--- config.mk ---
export PLATFORM = sky130hd
export DESIGN_NAME = fault_event_logger
export DESIGN_NICKNAME = d
export VERILOG_FILES = /design/src/rtl/fault_log_pkg.sv /design/src/rtl/event_fifo.sv /design/src/rtl/fault_event_logger.sv
export SDC_FILE = /design/constraint.sdc
export NUM_CORES = 1
export LEC_CHECK = 0
export ABC_CLOCK_PERIOD_IN_PS = 9000
export BUFFER_PORTS_ARGS = -buffer_cell sky130_fd_sc_hd__buf_2
export CORE_MARGIN = 4
export CORE_UTILIZATION = 45
export CTS_BUF_LIST = sky130_fd_sc_hd__clkbuf_2
export CTS_CLUSTER_SIZE = 12
export DETAILED_ROUTE_END_ITERATION = 8
export PLACE_DENSITY = 0.6
export SYNTH_ARGS = -nofsm -noshare
export SYNTH_HDL_FRONTEND = slang
export SYNTH_HIERARCHICAL = 1
export SYNTH_SLANG_ARGS = --single-unit
--- constraint.sdc ---
create_clock -name clk -period 9 [get_ports clk]
set_clock_uncertainty 0.15 [all_clocks]
set_input_delay 0.45 -clock clk [delete_from_list [all_inputs] [get_ports clk]]
set_output_delay 0.45 -clock clk [all_outputs]
set_load 0.03 [all_outputs]
--- src/rtl/fault_log_pkg.sv ---
// Shared constants for the fault event logger: flag bit positions and the
// layout of a logged entry {timestamp, flags, change_mask}.
package fault_log_pkg;

  localparam int OV = 0;
  localparam int UV = 1;
  localparam int OC = 2;
  localparam int OT = 3;
  localparam int BF = 4;
  localparam int SD = 5;

  localparam int FLAG_W = 6;

  localparam int MASK_LSB  = 0;
  localparam int FLAGS_LSB = FLAG_W;
  localparam int TS_LSB    = 2 * FLAG_W;

  function automatic int entry_width(input int ts_width);
    return ts_width + 2 * FLAG_W;
  endfunction

endpackage

--- src/rtl/event_fifo.sv ---
// Synchronous first-word-fall-through FIFO. A push into a full FIFO is only
// taken when a pop happens in the same cycle.
module event_fifo #(
  parameter int WIDTH = 8,
  parameter int DEPTH = 16
) (
  input  logic                     clk,
  input  logic                     rst,
  input  logic                     push,
  input  logic [WIDTH-1:0]         push_data,
  input  logic                     pop,
  output logic [WIDTH-1:0]         pop_data,
  output logic                     valid,
  output logic                     full,
  output logic [$clog2(DEPTH):0]   count
);

  localparam int PTR_W = $clog2(DEPTH);

  logic [WIDTH-1:0] mem [DEPTH];
  logic [PTR_W-1:0] rd_ptr;
  logic [PTR_W-1:0] wr_ptr;
  logic             do_push;
  logic             do_pop;

  assign valid   = (count != '0);
  assign full    = (count == (PTR_W+1)'(DEPTH));
  assign do_pop  = pop && valid;
  assign do_push = push && (!full || do_pop);

  // Storage is not reset, so the head is masked while empty to keep the output at zero.
  assign pop_data = valid ? mem[rd_ptr] : '0;

  always_ff @(posedge clk) begin
    if (do_push) begin
      mem[wr_ptr] <= push_data;
    end
  end

  always_ff @(posedge clk) begin
    if (rst) begin
      rd_ptr <= '0;
      wr_ptr <= '0;
      count  <= '0;
    end else begin
      if (do_push) begin
        wr_ptr <= wr_ptr + 1'b1;
      end
      if (do_pop) begin
        rd_ptr <= rd_ptr + 1'b1;
      end
      if (do_push && !do_pop) begin
        count <= count + 1'b1;
      end else if (do_pop && !do_push) begin
        count <= count - 1'b1;
      end
    end
  end

endmodule

--- src/rtl/fault_event_logger.sv ---
// Logs every change of the protection flags as a timestamped entry in a FIFO;
// entries that do not fit are dropped and counted, never back-pressuring.
module fault_event_logger
  import fault_log_pkg::*;
#(
  parameter int TS_WIDTH = 24,
  parameter int PRESCALE = 1000,
  parameter int DEPTH    = 16
) (
  input  logic                         clk,
  input  logic                         rst,
  input  logic                         enable,
  input  logic                         overvoltage_fault,
  input  logic                         undervoltage_fault,
  input  logic                         overcurrent_fault,
  input  logic                         overtemperature_fault,
  input  logic                         backflow_fault,
  input  logic                         shutdown,
  output logic                         evt_valid,
  input  logic                         evt_ready,
  output logic [TS_WIDTH+11:0]         evt_data,
  output logic [$clog2(DEPTH):0]       fifo_count,
  output logic                         overflow,
  output logic [7:0]                   drop_count,
  input  logic                         clear_overflow
);

  localparam int ENTRY_W = entry_width(TS_WIDTH);
  localparam int PS_W    = (PRESCALE > 1) ? $clog2(PRESCALE) : 1;

  logic [FLAG_W-1:0]   flags;
  logic [FLAG_W-1:0]   prev_flags;
  logic [PS_W-1:0]     prescaler;
  logic [TS_WIDTH-1:0] ts;
  logic                ps_wrap;
  logic                log_event;
  logic                popping;
  logic                fifo_full;
  logic                drop;
  logic [ENTRY_W-1:0]  entry;

  always_comb begin
    flags     = '0;
    flags[OV] = overvoltage_fault;
    flags[UV] = undervoltage_fault;
    flags[OC] = overcurrent_fault;
    flags[OT] = overtemperature_fault;
    flags[BF] = backflow_fault;
    flags[SD] = shutdown;
  end

  assign ps_wrap   = (prescaler == PS_W'(PRESCALE - 1));
  assign log_event = enable && (flags != prev_flags);
  assign popping   = evt_valid && evt_ready;
  assign drop      = log_event && fifo_full && !popping;
  assign entry     = {ts, flags, flags ^ prev_flags};

  // Edge history and the timebase keep running while logging is disabled.
  always_ff @(posedge clk) begin
    if (rst) begin
      prev_flags <= '0;
      prescaler  <= '0;
      ts         <= '0;
    end else begin
      prev_flags <= flags;
      if (ps_wrap) begin
        prescaler <= '0;
        ts        <= ts + 1'b1;
      end else begin
        prescaler <= prescaler + 1'b1;
      end
    end
  end

  // A drop in the same cycle as clear_overflow restarts the count at one.
  always_ff @(posedge clk) begin
    if (rst) begin
      overflow   <= 1'b0;
      drop_count <= '0;
    end else if (drop) begin
      overflow   <= 1'b1;
      if (clear_overflow) begin
        drop_count <= 8'd1;
      end else if (drop_count != 8'hFF) begin
        drop_count <= drop_count + 8'd1;
      end
    end else if (clear_overflow) begin
      overflow   <= 1'b0;
      drop_count <= '0;
    end
  end

  event_fifo #(
    .WIDTH (ENTRY_W),
    .DEPTH (DEPTH)
  ) u_fifo (
    .clk       (clk),
    .rst       (rst),
    .push      (log_event && !drop),
    .push_data (entry),
    .pop       (evt_ready),
    .pop_data  (evt_data),
    .valid     (evt_valid),
    .full      (fifo_full),
    .count     (fifo_count)
  );

endmodule
Word level (Yosys, flattened, before mapping)
Memories as Yosys holds them, arrays and structs flattened. A register that Yosys moved wholly into a read port is not among the register bits.
Index checks and enable logic that the tools add are counted.
{ "word_totals": {"regBits": 62, "ramBits": 576, "in_bits": 11, "out_inout_bits": 51, "wordCells": 53, "mem_count": 1} }
{ "memory_table": {"columns": ["name", "words", "width", "rd", "rd_clocked_by_memory_dff", "wr", "line_no", "rtl"], "rows": [
  ["u_fifo.mem", 16, 36, 1, 1, 1, "event_fifo.sv:20", "logic [WIDTH-1:0] mem [DEPTH];"]
]} }
{ "op_classes": {"addsub": 7, "n_eq_ne": 4, "muxes": 13, "bitwise_logic": 1, "reduce_logical": 19} }
{ "op_table": {"columns": ["cell", "n"], "rows": [
  ["36-bit 2-to-1 mux", 1],
  ["8-bit 2-to-1 mux", 4],
  ["24-bit by 1-bit adder with 24-bit output (second input constant)", 1],
  ["10-bit by 1-bit adder with 10-bit output (second input constant)", 1],
  ["10-bit == test (second input constant)", 1],
  ["5-bit 2-to-1 mux", 2],
  ["4-bit by 1-bit adder with 4-bit output (second input constant)", 2],
  ["8-bit by 1-bit adder with 8-bit output (second input constant)", 1],
  ["1-bit logical AND", 8],
  ["4-bit 2-to-1 mux", 2],
  ["8-bit != test (second input constant)", 1],
  ["6-bit != test", 1],
  ["2-bit nonzero test", 3],
  ["6-bit XOR", 1],
  ["5-bit by 1-bit adder with 5-bit output (second input constant)", 1],
  ["5-bit == test (second input constant)", 1],
  ["5-bit nonzero test", 1],
  ["5-bit by 1-bit subtractor with 5-bit output (second input constant)", 1],
  ["1-bit zero test", 4],
  ["1-bit 2-to-1 mux", 4],
  ["2-bit AND reduction", 1],
  ["2-bit OR reduction", 1],
  ["1-bit logical OR", 1]
]} }

Logic depth before layout (Yosys ltp)
Gate-level depths: netlist of run 1.
{ "depth": {"word_depth": 11, "depth_mapped": 17, "depth_no_buf": 14} }

Modules after synthesis
Netlist of run 1, hierarchy kept.
{ "by_module_without_submodules": {"columns": ["mod", "instances", "cells_per_inst", "area_each_um2", "seq_area_each_um2"], "rows": [
  ["event_fifo", 1, 1043, 22939.5, 17636.9],
  ["fault_event_logger", 1, 256, 2282.2, 980.9]
]} }

Least setup slack after synthesis of run 1
OpenSTA, ideal clock, no wires.
{ "synth_path": {"path_kind": "reg2reg", "from": "reg u_fifo.count[0]", "to": "mem u_fifo/mem[12][0] in the netlist's numbering, enable pin", "setup_ns": 0.429, "arrival_ns": 3.564, "required_time_ns": 8.421, "path_slack_ns": 4.856, "path_stages_with_launch": 11, "path_buffers": 3, "synth_period_minus_slack_ns": 4.144, "path_cell_list": "dfxtp_1 nor4_4 nand2b_1 buf_2 buf_2 nand2_1 nand2_1 and3_1 a21bo_1 buf_4 nor2_1"} }
{ "synth_via": {"elab_chain_len": 9, "word_cells_on_any_way": 13, "classes_between": "eq/ne (1); mux (2); reduce/logical (10)"} }
{ "synth_rtl": {"columns": ["item", "line_no", "rtl"], "rows": [
  ["from (decl)", "event_fifo.sv:15", "output logic [$clog2(DEPTH):0] count"],
  ["from (signal assigned)", "event_fifo.sv:53", "count <= count + 1'b1;"],
  ["from (signal assigned)", "event_fifo.sv:55", "count <= count - 1'b1;"],
  ["5-bit nonzero test *", "event_fifo.sv:26", "assign valid = (count != '0);"],
  ["named net evt_valid", "fault_event_logger.sv:19", "output logic evt_valid,"],
  ["1-bit logical AND *", "event_fifo.sv:28, fault_event_logger.sv:54", null],
  ["1-bit zero test", "fault_event_logger.sv:55", "assign drop = log_event && fifo_full && !popping;"],
  ["1-bit logical AND", "fault_event_logger.sv:55", null],
  ["1-bit zero test", "fault_event_logger.sv:99", ".push (log_event && !drop),"],
  ["1-bit logical AND", "fault_event_logger.sv:99", null],
  ["1-bit logical AND *", "event_fifo.sv:29", "assign do_push = push && (!full || do_pop);"],
  ["1-bit 2-to-1 mux *", "event_fifo.sv:35", "if (do_push) begin"],
  ["1-bit 2-to-1 mux (implied by the code) *", "event_fifo.sv:36", "mem[wr_ptr] <= push_data;"],
  ["to (decl)", "event_fifo.sv:20", null]
]} }
Mark *: on every way through the listed nets, which the timed path passes. The rest lies on a longest branch.

==> metrics.cfg, run 1 <==
[status]
status = completed

[drt]
avgRoutedWirePerCell_um = 23.7
vias_per_cell = 5.52
vias = 13100
totalWireLength_mm = 56.2
drc = 0
initialDrtViolationCount = 909
dr.pass1.iters = 7
detail-route-antenna-nets = 0

[power]
intPower_mw = 4.83
pwr-share-seq_pct = 47.5
p_sw_mw = 2.41
power_density_nw_per_um2 = 258
ir_drop_mv = 0.248
p_clk_share_pct = 26.9
p_sw_share_pct = 33.3
p_comb_share_pct = 25.6
p_leak_nw = 9.10

[floorplanning]
fp.dieW_um = 245
start_util_pct = 45.6
coreArea_sq_um = 55300
rows = 86
io_pins = 62
chipHeight_um = 245
die_area_sq_um = 59900

[layout]
layout.nets = 1526
drive_gt1_share_pct = 32.1
design_area_sq_um = 28100
nFillCells = 4664
final_cell_mix = edfxtp_1, clkbuf_2, mux4_2
utilization_pct = 50.7
area_growth_pct = 11.2
mostFrequentLayoutCell = edfxtp_1

[critical_path]
cp.arrival_ns = 4.04
setup.worst_path.end_class = output pin
crit_slowest_cell = buf_12
path_max_fanout = 125
cpPeakStageDelay_ns = 0.65
crit_type = flip-flop to output pin
cp_data_required_time_ns = 8.40
worstPathCellList = buf_12 -> mux4_2 -> mux2i_1 -> o211ai_1 -> buf_2
cp-start-kind = flip-flop

[global_route]
grt_pass1_wl_mm = 85.7
grt_pass1_vias = 13700
overflow = 0
grt.total_usage_pct = 19.2
antenna_found_initial = 2
grt_max_degree = 126

[cts]
cts_hold_buffers = 29
h-tree-depth = 4
cts_buffers = 157
clkTransAtPathRegs_ns = 0.12
clkSinkCount = 642
insertion_delay_ns = 1.31
cts_tree = built
clock_path_buffers = 3
ctsResizeCount = 0
post-cts-setup-buffers = 0
cts_root_buf = clkbuf_2

[yosys]
synthSimpleGateAreaFrac_pct = 5.54
ys_ff_latch = 642
synth_edf_count = 576
synth-compound-area-share_pct = 2.14
async_flop_share_pct = 0
ys_seq_area_share_pct = 73.8
synth-main-ff-cell = edfxtp_1
yosys.cell_types.count = 49
synth_fp_nets = 1323
yosys_warnings = 6
muxShareOfSynthArea_pct = 14.5
netlist_instances = 1299
avgSynthCellArea_sq_um = 19.4
synth_xor_area_share_pct = 1.32
synth_top_family_by_area = multiplexers
syn_area_sq_um = 25200
synthAdderAreaFrac_pct = 0.675

[timing]
slew_headroom_pct = 26.3
worst_pin_slew_ns = 1.10
setup_viol = 0
hold_viol = 0
fin_crit_ns = 4.64
final_max_slew_viol_count = 0
fmax_ghz = 0.216
holdWs_ns = 0.203
rsz0062_at_grt = false
finalCritPeriodShare_pct = 51.5
setup-tns-final_ns = 0

[placed_design]
portBuffers = 61
gp_congestion = 0.725
place_hpwl_mm = 28.0
placed_cell_area_sq_um = 26300

[flow_run]
maxCapViolCount = 0

[hold_path]
hp-class = input pin to flip-flop

==> area by class of cell <==
type / count / area (sq um) / area share, %
Clock buffer: 231 / 1160 / 4.12
Multi-Input combinational cell: 571 / 6150 / 21.9
Antenna cell: 4 / 10.0 / 0.0357
Sequential cell: 642 / 18600 / 66.4
Clock inverter: 48 / 322 / 1.15
Inverter: 15 / 56.3 / 0.201
Tap cell: 748 / 936 / 3.34
Timing Repair Buffer: 115 / 796 / 2.84
==> synthesized netlist by cell type, types with 8 or more instances <==
cell / count / area share [%]
nor3_1: 8 / 0.16
o211ai_1: 38 / 1.1
o21ai_0: 10 / 0.20
nor2b_1: 10 / 0.25
ha_1: 12 / 0.60
xor2_1: 17 / 0.59
and2_1: 10 / 0.25
mux2i_1: 39 / 1.5
inv_1: 15 / 0.22
buf_2: 23 / 0.46
nand2_1: 17 / 0.25
dfxtp_1: 66 / 5.2
mux4_2: 144 / 13
buf_6: 9 / 0.40
buf_4: 19 / 0.57
clkbuf_1: 13 / 0.19
a21oi_1: 22 / 0.44
nor2_1: 58 / 0.86
edfxtp_1: 576 / 69
nand3_1: 95 / 1.9
xnor2_1: 21 / 0.73
and3_1: 9 / 0.22
==> cell families after synthesis <==
| kind of cell | after synthesis |
|---|---|
| flops | 642 |
| simple gates | 255 |
| mux | 184 |
| buf+inv | 86 |
| compound gates | 81 |
| xor+xnor | 38 |
| fa+ha+maj | 13 |
==> metrics by stage <==
stage / std cells / power (mW) / setup WS (ns)
4_1_cts: 2370 / 7.37 / 4.07
6_report: 2374 / 7.24 / 4.36
2_1_floorplan: 1299 / 4.85 / 4.86
3_3_place_gp: 2062 / 5.38 / 4.46
5_1_grt: 2374 / 7.64 / 4.01
3_5_place_dp: 2062 / 5.39 / 4.27
==> registers in the layout (all words and copies together), names as in the netlist, named ones only <==
signal         flops
u_fifo/mem       576
ts                24
prescaler         10
drop_count         8
prev_flags         6
u_fifo/count       5
u_fifo/rd_ptr      4
u_fifo/wr_ptr      4
overflow           1
==> path summary, 6_finish.rpt <==
path | to | startpoint | cells past startpoint | slack [ns]
worst min-delay path | u_fifo/mem[15][4] | backflow_fault | 3 | 0.20
worst max register to register | u_fifo/mem[6][22] | prev_flags[3] | 8 | 4.70
worst min register to register | prescaler[0] | prescaler[0] | 1 | 0.31
worst max-delay path | evt_data[3] | flip-flop | 5 | 4.36
==> worst max-delay path, delay by kind of cell, from the launching register on <==
family	cells	cell delay, ns
flip-flops	1	0.60
buffers and inverters	2	0.94
AO/OA/AOI/OAI	1	0.24
multiplexers	2	0.78
==> routing by layer <==
| metal | vias up | part of all wire, % | track usage (%) |
|---|---|---|---|
| li1 | 5795 | - | - |
| met1 | 6820 | 42 | 25.3 |
| met3 | 72 | 5.9 | 4.23 |
| met4 | 0 | 1.6 | 6.65 |
| met2 | 418 | 51 | 32.0 |
| met5 | - | 0 | 0 |
==> power by group through the flow <==
| stage | combinational (mW) | clock, mW | sequential [mW] |
|---|---|---|---|
| 2_1_floorplan | 1.38 | 0 | 3.47 |
| 5_1_grt | 1.99 | 2.20 | 3.45 |
| 3_3_place_gp | 1.88 | 0 | 3.50 |
| 4_1_cts | 1.90 | 2.03 | 3.44 |
| 6_report | 1.86 | 1.95 | 3.43 |
| 3_5_place_dp | 1.88 | 0 | 3.51 |
(Power assumes the default switching activity.)
==> inputs of run 2 (changes only) <==
--- a/config.mk
+++ b/config.mk
@@ -5,7 +5,8 @@
 export SDC_FILE = /design/constraint.sdc
 export NUM_CORES = 1
 export LEC_CHECK = 0
-export ABC_CLOCK_PERIOD_IN_PS = 9000
+export ABC_AREA = 1
+export ABC_CLOCK_PERIOD_IN_PS = 4400
 export BUFFER_PORTS_ARGS = -buffer_cell sky130_fd_sc_hd__buf_2
 export CORE_MARGIN = 4
 export CORE_UTILIZATION = 45
==> constraint.sdc (replaced) <==
create_clock -name clk -period 4.4 [get_ports clk]
set_clock_uncertainty 0.15 [all_clocks]
set_input_delay 0.22 -clock clk [delete_from_list [all_inputs] [get_ports clk]]
set_output_delay 0.22 -clock clk [all_outputs]
set_load 0.03 [all_outputs]
==> run 2 against run 1 <==
Sequential share of layout area fell by 3.7 points. Combinational power rose by 120%. Highest routed layer unchanged. Sequential power rose by 100%. Non-clock buffer count rose by 15. Synthesized cell count rose by 88%. Area after synthesis rose by 6.0%. Cell area rose by 5.9%. Global-route usage rose by 2.4 points. Largest cell class unchanged.
==> metrics.cfg, run 2 <==
[power]
p_sw_share_pct = 35.8
power_density_nw_per_um2 = 509
p_comb_share_pct = 27.1
power.total_mw = 15.1
p_clk_share_pct = 27.4
intPower_mw = 9.71
p_leak_nw = 11.3
p_sw_mw = 5.41
pwr-share-seq_pct = 45.5
ir_drop_mv = 0.333

[cts]
h-tree-depth = 4
cts_buffers = 163
clkSinkCount = 642
cts_root_buf = clkbuf_2
clock_path_buffers = 3
clkTransAtPathRegs_ns = 0.11
post-cts-setup-buffers = 0
cts_tree = built
insertion_delay_ns = 1.32

[global_route]
grt_pass1_wl_mm = 106
grt.total_usage_pct = 21.7
antenna_found_initial = 2
grt_max_degree = 145
grt_pass1_vias = 18400
overflow = 0

[yosys]
synth_edf_count = 576
async_flop_share_pct = 0
synth_common_cells = nand2_1, edfxtp_1, nand3_1
yosysTopAreaCell = edfxtp_1
synth.most_common_cell = nand2_1
ys_seq_area_share_pct = 69.6
avgSynthCellArea_sq_um = 10.9
synth_top_cell_area_share_pct = 64.7
ys_ff_latch = 642
yosys_warnings = 6
netlist_instances = 2443
ys_top_cells_by_area = edfxtp_1, nand2_1, nand3_1
synth-main-ff-cell = edfxtp_1
syn_area_sq_um = 26700
synth_fp_nets = 2467
yosys.cell_types.count = 37

[layout]
area_growth_pct = 11.1
top_register = u_fifo/mem
largest_reg_flops = 576
design_area_sq_um = 29700
mostFrequentLayoutCell = nand2_1
drive_gt1_share_pct = 15.0
utilization_pct = 50.4
reg.largest.list = u_fifo/mem: 576 flops, ts: 24 flops, prescaler: 10 flops
layout.nets = 2638
final_cell_mix = nand2_1, edfxtp_1, nand3_1
stdcell_count = 3504

[placed_design]
gp_congestion = 0.825
dpl.cell_count = 3192
place_hpwl_mm = 36.7
portBuffers = 61
pre_cts_ws_ns = 0.995
placed_cell_area_sq_um = 27900

[timing]
finalCritPeriodShare_pct = 95.1
holdWs_ns = 0.189
fmax_ghz = 0.239
hold_viol = 0
fin_crit_ns = 4.18
slew_headroom_pct = 28.9
worst_pin_slew_ns = 1.06
fin_ws_ns = 0.216
setup_viol = 0
setup-tns-final_ns = 0
final_max_slew_viol_count = 0
rsz0062_at_grt = false

[critical_path]
cp_data_required_time_ns = 5.45
cp_top_family = buffers and inverters
cpPeakStageDelay_ns = 1.02
crit_type = input pin to flip-flop
path_max_fanout = 17
worstPathCellList = dlygate4sd3_1 -> buf_2 -> dlygate4sd3_1 -> inv_1 -> nand2_1 -> nand2_1 -> nor2_1 -> nand3_1 -> nand3_1 -> dlygate4sd3_1 -> inv_1 -> nand2_1 -> dlygate4sd3_1 -> a21oi_1 -> dlygate4sd3_1
critPathMostFrequentCell = dlygate4sd3_1
cp-start-kind = input pin
cp.arrival_ns = 5.24
setup.worst_path.end_class = flip-flop
crit_buf_inv = 8
crit_slowest_cell = dlygate4sd3_1

[floorplanning]
io_pins = 62
chipHeight_um = 252
start_util_pct = 45.4
fp.dieW_um = 252
rows = 89
coreArea_sq_um = 58900
die_area_sq_um = 63400

[drt]
vias_per_cell = 5.35
dr.pass1.iters = 5
detail-route-antenna-nets = 0
avgRoutedWirePerCell_um = 19.6
initialDrtViolationCount = 1700
drc = 0
vias = 18800
totalWireLength_mm = 68.6

[status]
status = completed

[hold_path]
hp-class = input pin to flip-flop

[flow_run]
maxCapViolCount = 0

==> run 2: changes by cell type after synthesis, moves of 17 or more <==
| cell | delta |
|---|---|
| nand2_1 | +856 |
| a21oi_1 | +53 |
| xnor2_1 | -17 |
| nand3_1 | +371 |
| inv_1 | +53 |
| buf_2 | +27 |
| nor2_1 | +20 |
| mux4_2 | -144 |
| o211ai_1 | -37 |
| mux2i_1 | -39 |
==> run 2: cell families after synthesis <==
family,synth area share [%]
adders and majority gates,0.636
and+or+nand+nor,23.5
AOI/OAI and AO/OA,1.82
DFF,69.6
xor gates and xnor gates,0.557
buffers and inverters,3.85
==> run 2: layer usage <==
layer  global-route usage, %  share of wire (%)  vias up
met5                       0                  0        -
met4                    6.87                2.1        0
met3                    4.69                6.5      121
met2                    35.1                 48      677
met1                    29.6                 44     9085
li1                        -                  -     8874
==> run 2: cell type report <==
| type | instances | area (sq um) |
|---|---|---|
| Clock inverter | 29 | 270 |
| Timing Repair Buffer | 130 | 1050 |
| Fill cell | 5310 | 29200 |
| Tap cell | 773 | 967 |
| Clock buffer | 251 | 1260 |
| Multi-Input combinational cell | 1596 | 7220 |
| Sequential cell | 642 | 18600 |
| Antenna cell | 2 | 5.00 |
| Inverter | 81 | 319 |
==> run 2: power by group through the flow <==
stage,clock (mW),sequential (mW),combinational [mW]
3_3_place_gp,0,7.01,4.06
4_1_cts,4.29,6.88,4.13
3_5_place_dp,0,7.02,4.10
2_1_floorplan,0,7.01,2.95
5_1_grt,4.62,6.90,4.51
6_report,4.14,6.88,4.10
==> run 2: tightest hold or removal path: stages <==
cell and delay (ns):
dlygate4sd3_1 0.53, buf_2 0.17, nand2_1 0.09, nand2_1 0.34
==> run 2: path summary, 6_finish.rpt <==
kind	startpoint	end	slack, ns	depth (start not counted)
max	overtemperature_fault	drop_count[2]	0.22	15
min	shutdown	u_fifo/mem[0][5]	0.19	4
max reg2reg	prev_flags[4]	u_fifo/mem[1][31]	0.36	12
min reg2reg	prescaler[0]	prescaler[0]	0.32	1
==> run 2: timing repair <==
item | in CTS | in global routing
hold buffers | 30 | 0
endpoints found under the hold margin | 338 | 0
gates resized for setup | 0 | 2
setup endpoints to repair | 0 | 5
